===== config.mk =====
export PLATFORM = sky130hd
export DESIGN_NAME = toy_bpu_l0btb_alloc_flat
export DESIGN_NICKNAME = d
export VERILOG_FILES = /design/src/rtl/toy_pack.sv /design/src/rtl/toy_bpu_l0btb_alloc_if.sv /design/src/rtl/toy_bpu_l0btb_updt_fifo.sv /design/src/rtl/toy_bpu_l0btb_alloc.sv /design/src/flat_wrapper.sv
export SDC_FILE = /design/constraint.sdc
export NUM_CORES = 1
export LEC_CHECK = 0
export BUFFER_PORTS_ARGS = -buffer_cell sky130_fd_sc_hd__buf_2
export CAP_MARGIN = 20
export CORE_UTILIZATION = 48
export CTS_CLUSTER_DIAMETER = 40
export DETAILED_ROUTE_END_ITERATION = 6
export PLACE_DENSITY = 0.78
export SLEW_MARGIN = 0
export SYNTH_ARGS = -nofsm -noshare
export SYNTH_HDL_FRONTEND = slang
export SYNTH_SLANG_ARGS = --single-unit

===== constraint.sdc =====
create_clock -name clk -period 3.5 [get_ports clk]
set_input_delay 0.35 -clock clk [delete_from_list [all_inputs] [get_ports clk]]
set_output_delay 0.35 -clock clk [all_outputs]
set_load 0.005 [all_outputs]

===== src/rtl/toy_pack.sv =====
// Shared L0 BTB types: entry payload, queued update request, default sizing.
package toy_pack;

    localparam int L0BTB_TAG_W     = 8;
    localparam int L0BTB_TGT_W     = 16;
    localparam int L0BTB_ENTRY_NUM = 8;

    typedef struct packed {
        logic [L0BTB_TAG_W-1:0] tag;
        logic [L0BTB_TGT_W-1:0] tgt;
    } l0btb_entry_pkg;

    typedef struct packed {
        logic           inv;
        l0btb_entry_pkg pld;
    } l0btb_upd_req_t;

endpackage


===== src/rtl/toy_bpu_l0btb_alloc_if.sv =====
// Update request handshake into the L0 BTB allocator.
interface toy_bpu_l0btb_alloc_if;

    logic                    upd_vld;
    logic                    upd_rdy;
    logic                    upd_inv;
    toy_pack::l0btb_entry_pkg upd_pld;

    modport master (output upd_vld, output upd_inv, output upd_pld, input  upd_rdy);
    modport slave  (input  upd_vld, input  upd_inv, input  upd_pld, output upd_rdy);

endinterface


===== src/rtl/toy_bpu_l0btb_updt_fifo.sv =====
// Update request queue; clr empties it in one cycle.
module toy_bpu_l0btb_updt_fifo import toy_pack::*; #(
    parameter int DEPTH = 2
) (
    input  logic           clk,
    input  logic           rst_n,
    input  logic           clr,
    input  logic           push,
    input  l0btb_upd_req_t din,
    input  logic           pop,
    output l0btb_upd_req_t dout,
    output logic           empty,
    output logic           full
);

    localparam int PTR_W = (DEPTH > 1) ? $clog2(DEPTH) : 1;
    localparam int CNT_W = $clog2(DEPTH + 1);

    l0btb_upd_req_t [DEPTH-1:0] mem_q, mem_d;
    logic [PTR_W-1:0]           wr_ptr_q, wr_ptr_d, rd_ptr_q, rd_ptr_d;
    logic [CNT_W-1:0]           cnt_q, cnt_d;
    logic                       do_push, do_pop;

    function automatic logic [PTR_W-1:0] ptr_inc(input logic [PTR_W-1:0] p);
        return (p == PTR_W'(DEPTH - 1)) ? '0 : p + PTR_W'(1);
    endfunction

    assign empty   = (cnt_q == '0);
    assign full    = (cnt_q == CNT_W'(DEPTH));
    assign dout    = mem_q[rd_ptr_q];
    assign do_pop  = pop && !empty;
    // a full queue still accepts when the head leaves in the same cycle
    assign do_push = push && (!full || do_pop);

    always_comb begin
        mem_d    = mem_q;
        wr_ptr_d = wr_ptr_q;
        rd_ptr_d = rd_ptr_q;
        cnt_d    = cnt_q;
        if (clr) begin
            wr_ptr_d = '0;
            rd_ptr_d = '0;
            cnt_d    = '0;
        end else begin
            if (do_push) begin
                mem_d[wr_ptr_q] = din;
                wr_ptr_d        = ptr_inc(wr_ptr_q);
            end
            if (do_pop) rd_ptr_d = ptr_inc(rd_ptr_q);
            cnt_d = cnt_q + CNT_W'(do_push) - CNT_W'(do_pop);
        end
    end

    always_ff @(posedge clk or negedge rst_n) begin
        if (!rst_n) begin
            mem_q    <= '0;
            wr_ptr_q <= '0;
            rd_ptr_q <= '0;
            cnt_q    <= '0;
        end else begin
            mem_q    <= mem_d;
            wr_ptr_q <= wr_ptr_d;
            rd_ptr_q <= rd_ptr_d;
            cnt_q    <= cnt_d;
        end
    end

endmodule


===== src/rtl/toy_bpu_l0btb_alloc.sv =====
// L0 BTB update allocator: queued requests, tag lookup, free/round-robin victim pick.
// Optional flush port with macro TOY_BPU_L0BTB_FLUSH_EN.
module toy_bpu_l0btb_alloc import toy_pack::*; #(
    parameter  int ENTRY_NUM  = L0BTB_ENTRY_NUM,
    parameter  int FIFO_DEPTH = 2,
    localparam int IDX_W      = $clog2(ENTRY_NUM)
) (
    input  logic                           clk,
    input  logic                           rst_n,
`ifdef TOY_BPU_L0BTB_FLUSH_EN
    input  logic                           flush,
`endif
    toy_bpu_l0btb_alloc_if.slave           upd,
    input  logic           [ENTRY_NUM-1:0] entry_vld,
    input  l0btb_entry_pkg [ENTRY_NUM-1:0] entry_pld,
    output logic           [ENTRY_NUM-1:0] entry_update,
    output logic           [ENTRY_NUM-1:0] entry_update_inv,
    output l0btb_entry_pkg                 entry_update_pld,
    output logic           [IDX_W-1:0]     victim_ptr
);

    logic                           flush_w;
    logic                           push, pop, fifo_empty, fifo_full;
    l0btb_upd_req_t                 head;
    logic           [ENTRY_NUM-1:0] eff_vld;
    l0btb_entry_pkg [ENTRY_NUM-1:0] eff_pld;
    logic                           hit, free;
    logic           [IDX_W-1:0]     hit_idx, free_idx;

    logic [ENTRY_NUM-1:0] entry_update_q, entry_update_d;
    logic [ENTRY_NUM-1:0] entry_update_inv_q, entry_update_inv_d;
    l0btb_entry_pkg       entry_update_pld_q, entry_update_pld_d;
    logic [IDX_W-1:0]     victim_ptr_q, victim_ptr_d;

`ifdef TOY_BPU_L0BTB_FLUSH_EN
    assign flush_w = flush;
`else
    assign flush_w = 1'b0;
`endif

    assign pop         = !fifo_empty && !flush_w;
    assign upd.upd_rdy = !flush_w && (!fifo_full || pop);
    assign push        = upd.upd_vld && upd.upd_rdy;

    toy_bpu_l0btb_updt_fifo #(.DEPTH(FIFO_DEPTH)) u_fifo (
        .clk   (clk),
        .rst_n (rst_n),
        .clr   (flush_w),
        .push  (push),
        .din   ({upd.upd_inv, upd.upd_pld}),
        .pop   (pop),
        .dout  (head),
        .empty (fifo_empty),
        .full  (fifo_full)
    );

    // The strobe on the outputs lands in the entries next edge; look up as if it already has.
    for (genvar g = 0; g < ENTRY_NUM; g++) begin : g_fwd
        assign eff_vld[g] = entry_update_q[g] ? !entry_update_inv_q[g] : entry_vld[g];
        assign eff_pld[g] = entry_update_q[g] ? entry_update_pld_q     : entry_pld[g];
    end

    // Descending scan so the lowest matching / lowest free index wins.
    always_comb begin
        hit      = 1'b0;
        hit_idx  = '0;
        free     = 1'b0;
        free_idx = '0;
        for (int i = ENTRY_NUM - 1; i >= 0; i--) begin
            if (eff_vld[i] && (eff_pld[i].tag == head.pld.tag)) begin
                hit     = 1'b1;
                hit_idx = IDX_W'(i);
            end
            if (!eff_vld[i]) begin
                free     = 1'b1;
                free_idx = IDX_W'(i);
            end
        end
    end

    always_comb begin
        entry_update_d     = '0;
        entry_update_inv_d = '0;
        entry_update_pld_d = entry_update_pld_q;
        victim_ptr_d       = victim_ptr_q;
        if (flush_w) begin
            entry_update_d     = '1;
            entry_update_inv_d = '1;
            victim_ptr_d       = '0;
        end else if (pop) begin
            if (hit) begin
                entry_update_d[hit_idx]     = 1'b1;
                entry_update_inv_d[hit_idx] = head.inv;
                entry_update_pld_d          = head.pld;
            end else if (!head.inv) begin
                entry_update_pld_d = head.pld;
                if (free) begin
                    entry_update_d[free_idx] = 1'b1;
                end else begin
                    entry_update_d[victim_ptr_q] = 1'b1;
                    victim_ptr_d = (victim_ptr_q == IDX_W'(ENTRY_NUM - 1)) ? '0
                                                                           : victim_ptr_q + IDX_W'(1);
                end
            end
        end
    end

    always_ff @(posedge clk or negedge rst_n) begin
        if (!rst_n) begin
            entry_update_q     <= '0;
            entry_update_inv_q <= '0;
            entry_update_pld_q <= '0;
            victim_ptr_q       <= '0;
        end else begin
            entry_update_q     <= entry_update_d;
            entry_update_inv_q <= entry_update_inv_d;
            entry_update_pld_q <= entry_update_pld_d;
            victim_ptr_q       <= victim_ptr_d;
        end
    end

    assign entry_update     = entry_update_q;
    assign entry_update_inv = entry_update_inv_q;
    assign entry_update_pld = entry_update_pld_q;
    assign victim_ptr       = victim_ptr_q;

endmodule


===== src/flat_wrapper.sv =====
// flat-port wrapper written by rule: the top's interface ports become plain ports
module toy_bpu_l0btb_alloc_flat import toy_pack::*;
#(
    parameter  int ENTRY_NUM  = L0BTB_ENTRY_NUM,
    parameter  int FIFO_DEPTH = 2,
    localparam int IDX_W      = $clog2(ENTRY_NUM)
)
  (clk, rst_n, entry_vld, entry_pld, entry_update, entry_update_inv, entry_update_pld, victim_ptr, upd_upd_vld, upd_upd_inv, upd_upd_pld, upd_upd_rdy);
  toy_bpu_l0btb_alloc_if upd_i ();
  input  logic clk;
  input  logic rst_n;
  input  logic           [ENTRY_NUM-1:0] entry_vld;
  input  l0btb_entry_pkg [ENTRY_NUM-1:0] entry_pld;
  output logic           [ENTRY_NUM-1:0] entry_update;
  output logic           [ENTRY_NUM-1:0] entry_update_inv;
  output l0btb_entry_pkg entry_update_pld;
  output logic           [IDX_W-1:0] victim_ptr;
  input wire logic [$bits(upd_i.upd_vld)-1:0] upd_upd_vld;
  input wire logic [$bits(upd_i.upd_inv)-1:0] upd_upd_inv;
  input wire logic [$bits(upd_i.upd_pld)-1:0] upd_upd_pld;
  output wire logic [$bits(upd_i.upd_rdy)-1:0] upd_upd_rdy;
  assign upd_i.upd_vld = upd_upd_vld;
  assign upd_i.upd_inv = upd_upd_inv;
  assign upd_i.upd_pld = upd_upd_pld;
  assign upd_upd_rdy = upd_i.upd_rdy;
  toy_bpu_l0btb_alloc #(.ENTRY_NUM(ENTRY_NUM), .FIFO_DEPTH(FIFO_DEPTH)) u_core (.clk(clk), .rst_n(rst_n), .upd(upd_i), .entry_vld(entry_vld), .entry_pld(entry_pld), .entry_update(entry_update), .entry_update_inv(entry_update_inv), .entry_update_pld(entry_update_pld), .victim_ptr(victim_ptr));
endmodule

==> results.txt <==
- Result of the run: finished, final reports clean
- The cell family contributing the most delay on the critical path is simple AND/OR/NAND/NOR gates.
- In this run the static leakage power is 0.00321 uW.
* Capturing element type of the critical path: flip-flop
- The final number of hold-violating endpoints is 0.
- Starting DRT DRC Count: 242
* WP data arrival: 3540 ps
* Xor/xnor share of the synthesized area: 9.98%
- Routability-driven placement finished with a final weighted congestion of 0.944.
* Fraction of final layout cells with drive strength greater than 1: 41.3%
* CTS Sinks: 97
- The synthesized design contains 97 register bits.
- In this run the number of H-tree levels came out at 3.
* Yosys warning total: 0
- Timing startpoint of the critical path: u_core.u_fifo.rd_ptr_q
* TritonCTS clock tree: yes
- Type of the setup path with the least slack: reg2reg
- Sequential area share after synthesis: 40.1%
- Die area: 0.0131 sq mm
- At the placement stage, the worst setup path has a slack of 107 ps.
* Max Clock Freq: 0.301 GHz
* Post-synthesis share of cell area spent on full adders, half adders and majority gates: 0.827%
- Total track usage: 25.7%
- After synthesis, the largest family of logic cells by area is multiplexers.
- Global routing used 29.9% of the available met1 tracks.
- Initial antenna violation count: 5
- Maximum cell stage delay along the critical path: 600 ps
- Top Ports: 272
* Required time of the critical path: 3720 ps
* Type of element launching the critical path: flip-flop
- Top FF cell, synth: sky130_fd_sc_hd__dfrtp_1
- Post-synth ARST share: 100%
* Drt first pass iters: 5
* Vias per cell: 5.51
* TritonCTS buffer count: 9
* Kind of path behind the tightest hold check: in2async
- VDD sags by at most 530 uV.
- Starting density of the core: 49.8%
- Buffers from clock root to sink, at most: 2
- Cells fill 60.4% of the core in the end.
- Power spread over the standard cell area amounts to 902 mW/mm^2.
- GR met2 Demand/Resource: 44.6%
- Post-CTS Hold Buffers: 0
- Most congested layer reported by global routing: met2
- Clock tree synthesis selected as its root buffer the cell sky130_fd_sc_hd__clkbuf_16.
* Post-DR wirelength/cell: 19.3 um
- Global routing finished with a remaining overflow of 0.
- For this design, the slowest cell found on the critical path is sky130_fd_sc_hd__dfrtp_4.
- Biggest fanout along the worst timing path: 16
- Simple-gate share of the synthesized area: 9.63%
- The count of final max-slew check failures was 0.
- The detail route stage leaves a number of antenna-violating nets equal to 0.
* Die Width: 114 um
- Met3 track demand over resource in global routing: 7.46%
- The clock arrives with 8.19 ps of skew.
* Number of max-cap violations: 0
- Entering global routing, the biggest net connects 53 pins.
- Bufs and invs on worst path: 2
- The worst register-to-register path begins at u_core.u_fifo.rd_ptr_q.
- Fin Setup TNS: 0 ps
* Part of the cycle the worst path needs: 94.9%
* Synthesized cell area: 0.00605 sq mm
- Count of endpoints failing setup in the final report: 0
- Fill cells in the final layout number 1,018.
- In this run the tightest slew margin relative to its limit is 55.5%.
- The final layout contains 897 nets.
- Mux share of post-synthesis cell area: 31.5%
- In this run, distinct cell masters in the synthesized netlist total 56.
- Setup repair after global routing left no endpoint under its margin.
- The synthesized design contains 0 enable-type register cells.
- The worst path in the final design needs a cycle of 3320 ps, including I/O delays and setup.
* Wire length of the first global-routing pass: 25.5 mm
* Post-detailed-routing wire length: 16.3 mm
- Min setup slack post-route: 178 ps
- In the synthesized netlist, the number of instances is 520.
- Traced cell by cell, the critical path runs through mux2i_4 -> buf_4 -> xor2_1 -> nor3_1 -> o211ai_1 -> nand2_1 -> and4bb_4 -> a21oi_4 -> buf_12 -> mux2_2.
* Standard cell core area: 0.0122 sq mm
- Post-synthesis compound-gate area fraction: 4.75%
* Insertion delay to the later sink of the worst-skew pair: 340 ps
- The number of cells on the worst reg-to-reg path is 10.
* Post-Syn Nets: 752
* Drt drc: 0
- Clock edge transition at the registers on the reported setup and hold paths: 70 ps
* R2R Path End: u_core.entry_update_pld[15]
* Reg-to-reg setup timing slack: 180 ps
- Std cell rows: 40
- Routed via count: 4,631
* DIE HEIGHT: 114 um
- Layout Area Growth over Synthesis: 21.3%
- Port buffering added 142 buffers.
- Detailed placement finished with a half-perimeter wire length of 12.4 mm.
* Average cell area after synthesis: 11.6 sq um
* Via count of the first global-routing pass: 4,897
- Actual transition at the worst max-transition pin: 667 ps
area by class of cell:
type                    count  area, sq um  share of cell area [%]
flip-flops and latches     97         2430                    33.1
well taps                 168          210                    2.86
inverters                  12         45.0                   0.613
repair buffers            163          903                    12.3
diodes                      3         7.51                   0.102
multi-input cells         382         3440                    46.8
clock buffers              11          243                    3.31
clock inverters             5         63.8                   0.869
how the worst max path moves through the flow:
| stage | slack, ps | endpoint | cells after the start |
|---|---|---|---|
| floorplan | 720 | u_core.entry_update_pld[13] | 10 |
| CTS | 100 | u_core.entry_update_pld[13] | 10 |
| global placement | 190 | u_core.entry_update_pld[15] | 10 |
| global route | 80 | u_core.entry_update_pld[13] | 10 |
| detailed placement | 110 | u_core.entry_update_pld[13] | 10 |
| finish | 180 | u_core.entry_update_pld[15] | 10 |
flip-flops by register name, indices dropped and copies added, names as in the netlist:
register,count
u_core.u_fifo.mem_q,50
u_core.entry_update_pld,24
u_core.entry_update,8
u_core.entry_update_inv,8
u_core.victim_ptr,3
u_core.u_fifo.cnt_q,2
u_core.u_fifo.rd_ptr_q,1
u_core.u_fifo.wr_ptr_q,1
layer usage:
metal  vias to the layer above  part of all wire [%]
met1                      2256                    40
met3                        36                   7.5
met5                         -                  0.17
met4                         4                   3.5
li1                       2150                     -
met2                       185                    48
per-stage QoR:
step                      power [uW]  cells  hold WS, ps  area [sq um]
after CTS                       6640    838         50.5          7330
after global routing            7010    839         81.8          7340
final                           6620    841         32.8          7340
after floorplan                 4560    520         54.4          6050
after global placement          5420    821          399          7000
after detailed placement        5610    822          413          7030
logic make-up (layout without fill, tap and decap cells):
logic type / after synthesis / count (layout)
muxes: 166 / 166
and+or+nand+nor: 103 / 103
DFF: 97 / 97
xor gates and xnor gates: 69 / 69
buffers and inverters: 41 / 191
AOI/OAI and AO/OA: 39 / 39
adders and majority gates: 4 / 4
other: 1 / 4
report_power, final:
group,internal (uW),total [uW],switching [uW]
clock,579,999,420
combinational,1820,3420,1600
sequential,1630,2200,573
total,4020,6620,2590
cell usage after synthesis, drive strengths merged (2+ instances only):
cell type | n | area (sq um)
nor4b | 2 | 17.5
mux2 | 86 | 1010
clkbuf | 7 | 26.3
buf | 22 | 119
a21o | 3 | 22.5
nand4 | 8 | 50.1
o21ai | 2 | 10.0
nand2b | 12 | 75.1
nand4b | 3 | 26.3
nor2b | 5 | 31.3
xnor2 | 29 | 254
nor3 | 8 | 40.0
inv | 12 | 45.0
dfrtp | 97 | 2430
o211ai | 3 | 22.5
xor2 | 40 | 350
ha | 4 | 50.1
o32ai | 2 | 17.5
mux2i | 80 | 901
o31a | 2 | 17.5
nand3 | 7 | 35.0
nor4 | 11 | 68.8
nor3b | 4 | 30.0
a2111oi | 2 | 17.5
a21oi | 13 | 76.3
nor2 | 18 | 70.1
nand2 | 15 | 56.3
and2 | 3 | 18.8
layout by cell type, fill, tap and decap left out, types with 3 or more instances in the layout:
cell type	Yosys	layout
sky130_fd_sc_hd__o211ai_1	3	3
sky130_fd_sc_hd__buf_4	1	20
sky130_fd_sc_hd__mux2_2	74	74
sky130_fd_sc_hd__nand2b_1	12	12
sky130_fd_sc_hd__nor3b_1	4	4
sky130_fd_sc_hd__nor2b_1	5	5
sky130_fd_sc_hd__nand3_1	7	7
sky130_fd_sc_hd__nor2_1	17	16
sky130_fd_sc_hd__nand4_1	8	8
sky130_fd_sc_hd__a21oi_1	12	12
sky130_fd_sc_hd__mux2i_1	72	72
sky130_fd_sc_hd__diode_2	0	3
sky130_fd_sc_hd__buf_2	8	141
sky130_fd_sc_hd__nor3_1	8	8
sky130_fd_sc_hd__nand4b_1	3	3
sky130_fd_sc_hd__inv_1	12	12
sky130_fd_sc_hd__xor2_1	40	40
sky130_fd_sc_hd__xnor2_1	29	29
sky130_fd_sc_hd__and2_1	3	3
sky130_fd_sc_hd__clkbuf_16	0	9
sky130_fd_sc_hd__nor4_1	11	11
sky130_fd_sc_hd__ha_1	4	4
sky130_fd_sc_hd__mux2_4	10	10
sky130_fd_sc_hd__a21o_1	3	3
sky130_fd_sc_hd__dfrtp_1	97	96
sky130_fd_sc_hd__nand2_1	15	15
sky130_fd_sc_hd__mux2i_4	8	8
timing repair:
action                                 4_1_cts  5_1_grt
buffers inserted                             0        0
endpoints found under the hold margin        0        0
setup endpoints to repair                    0        5
resized for setup                            0        1
(Power assumes the default switching activity.)
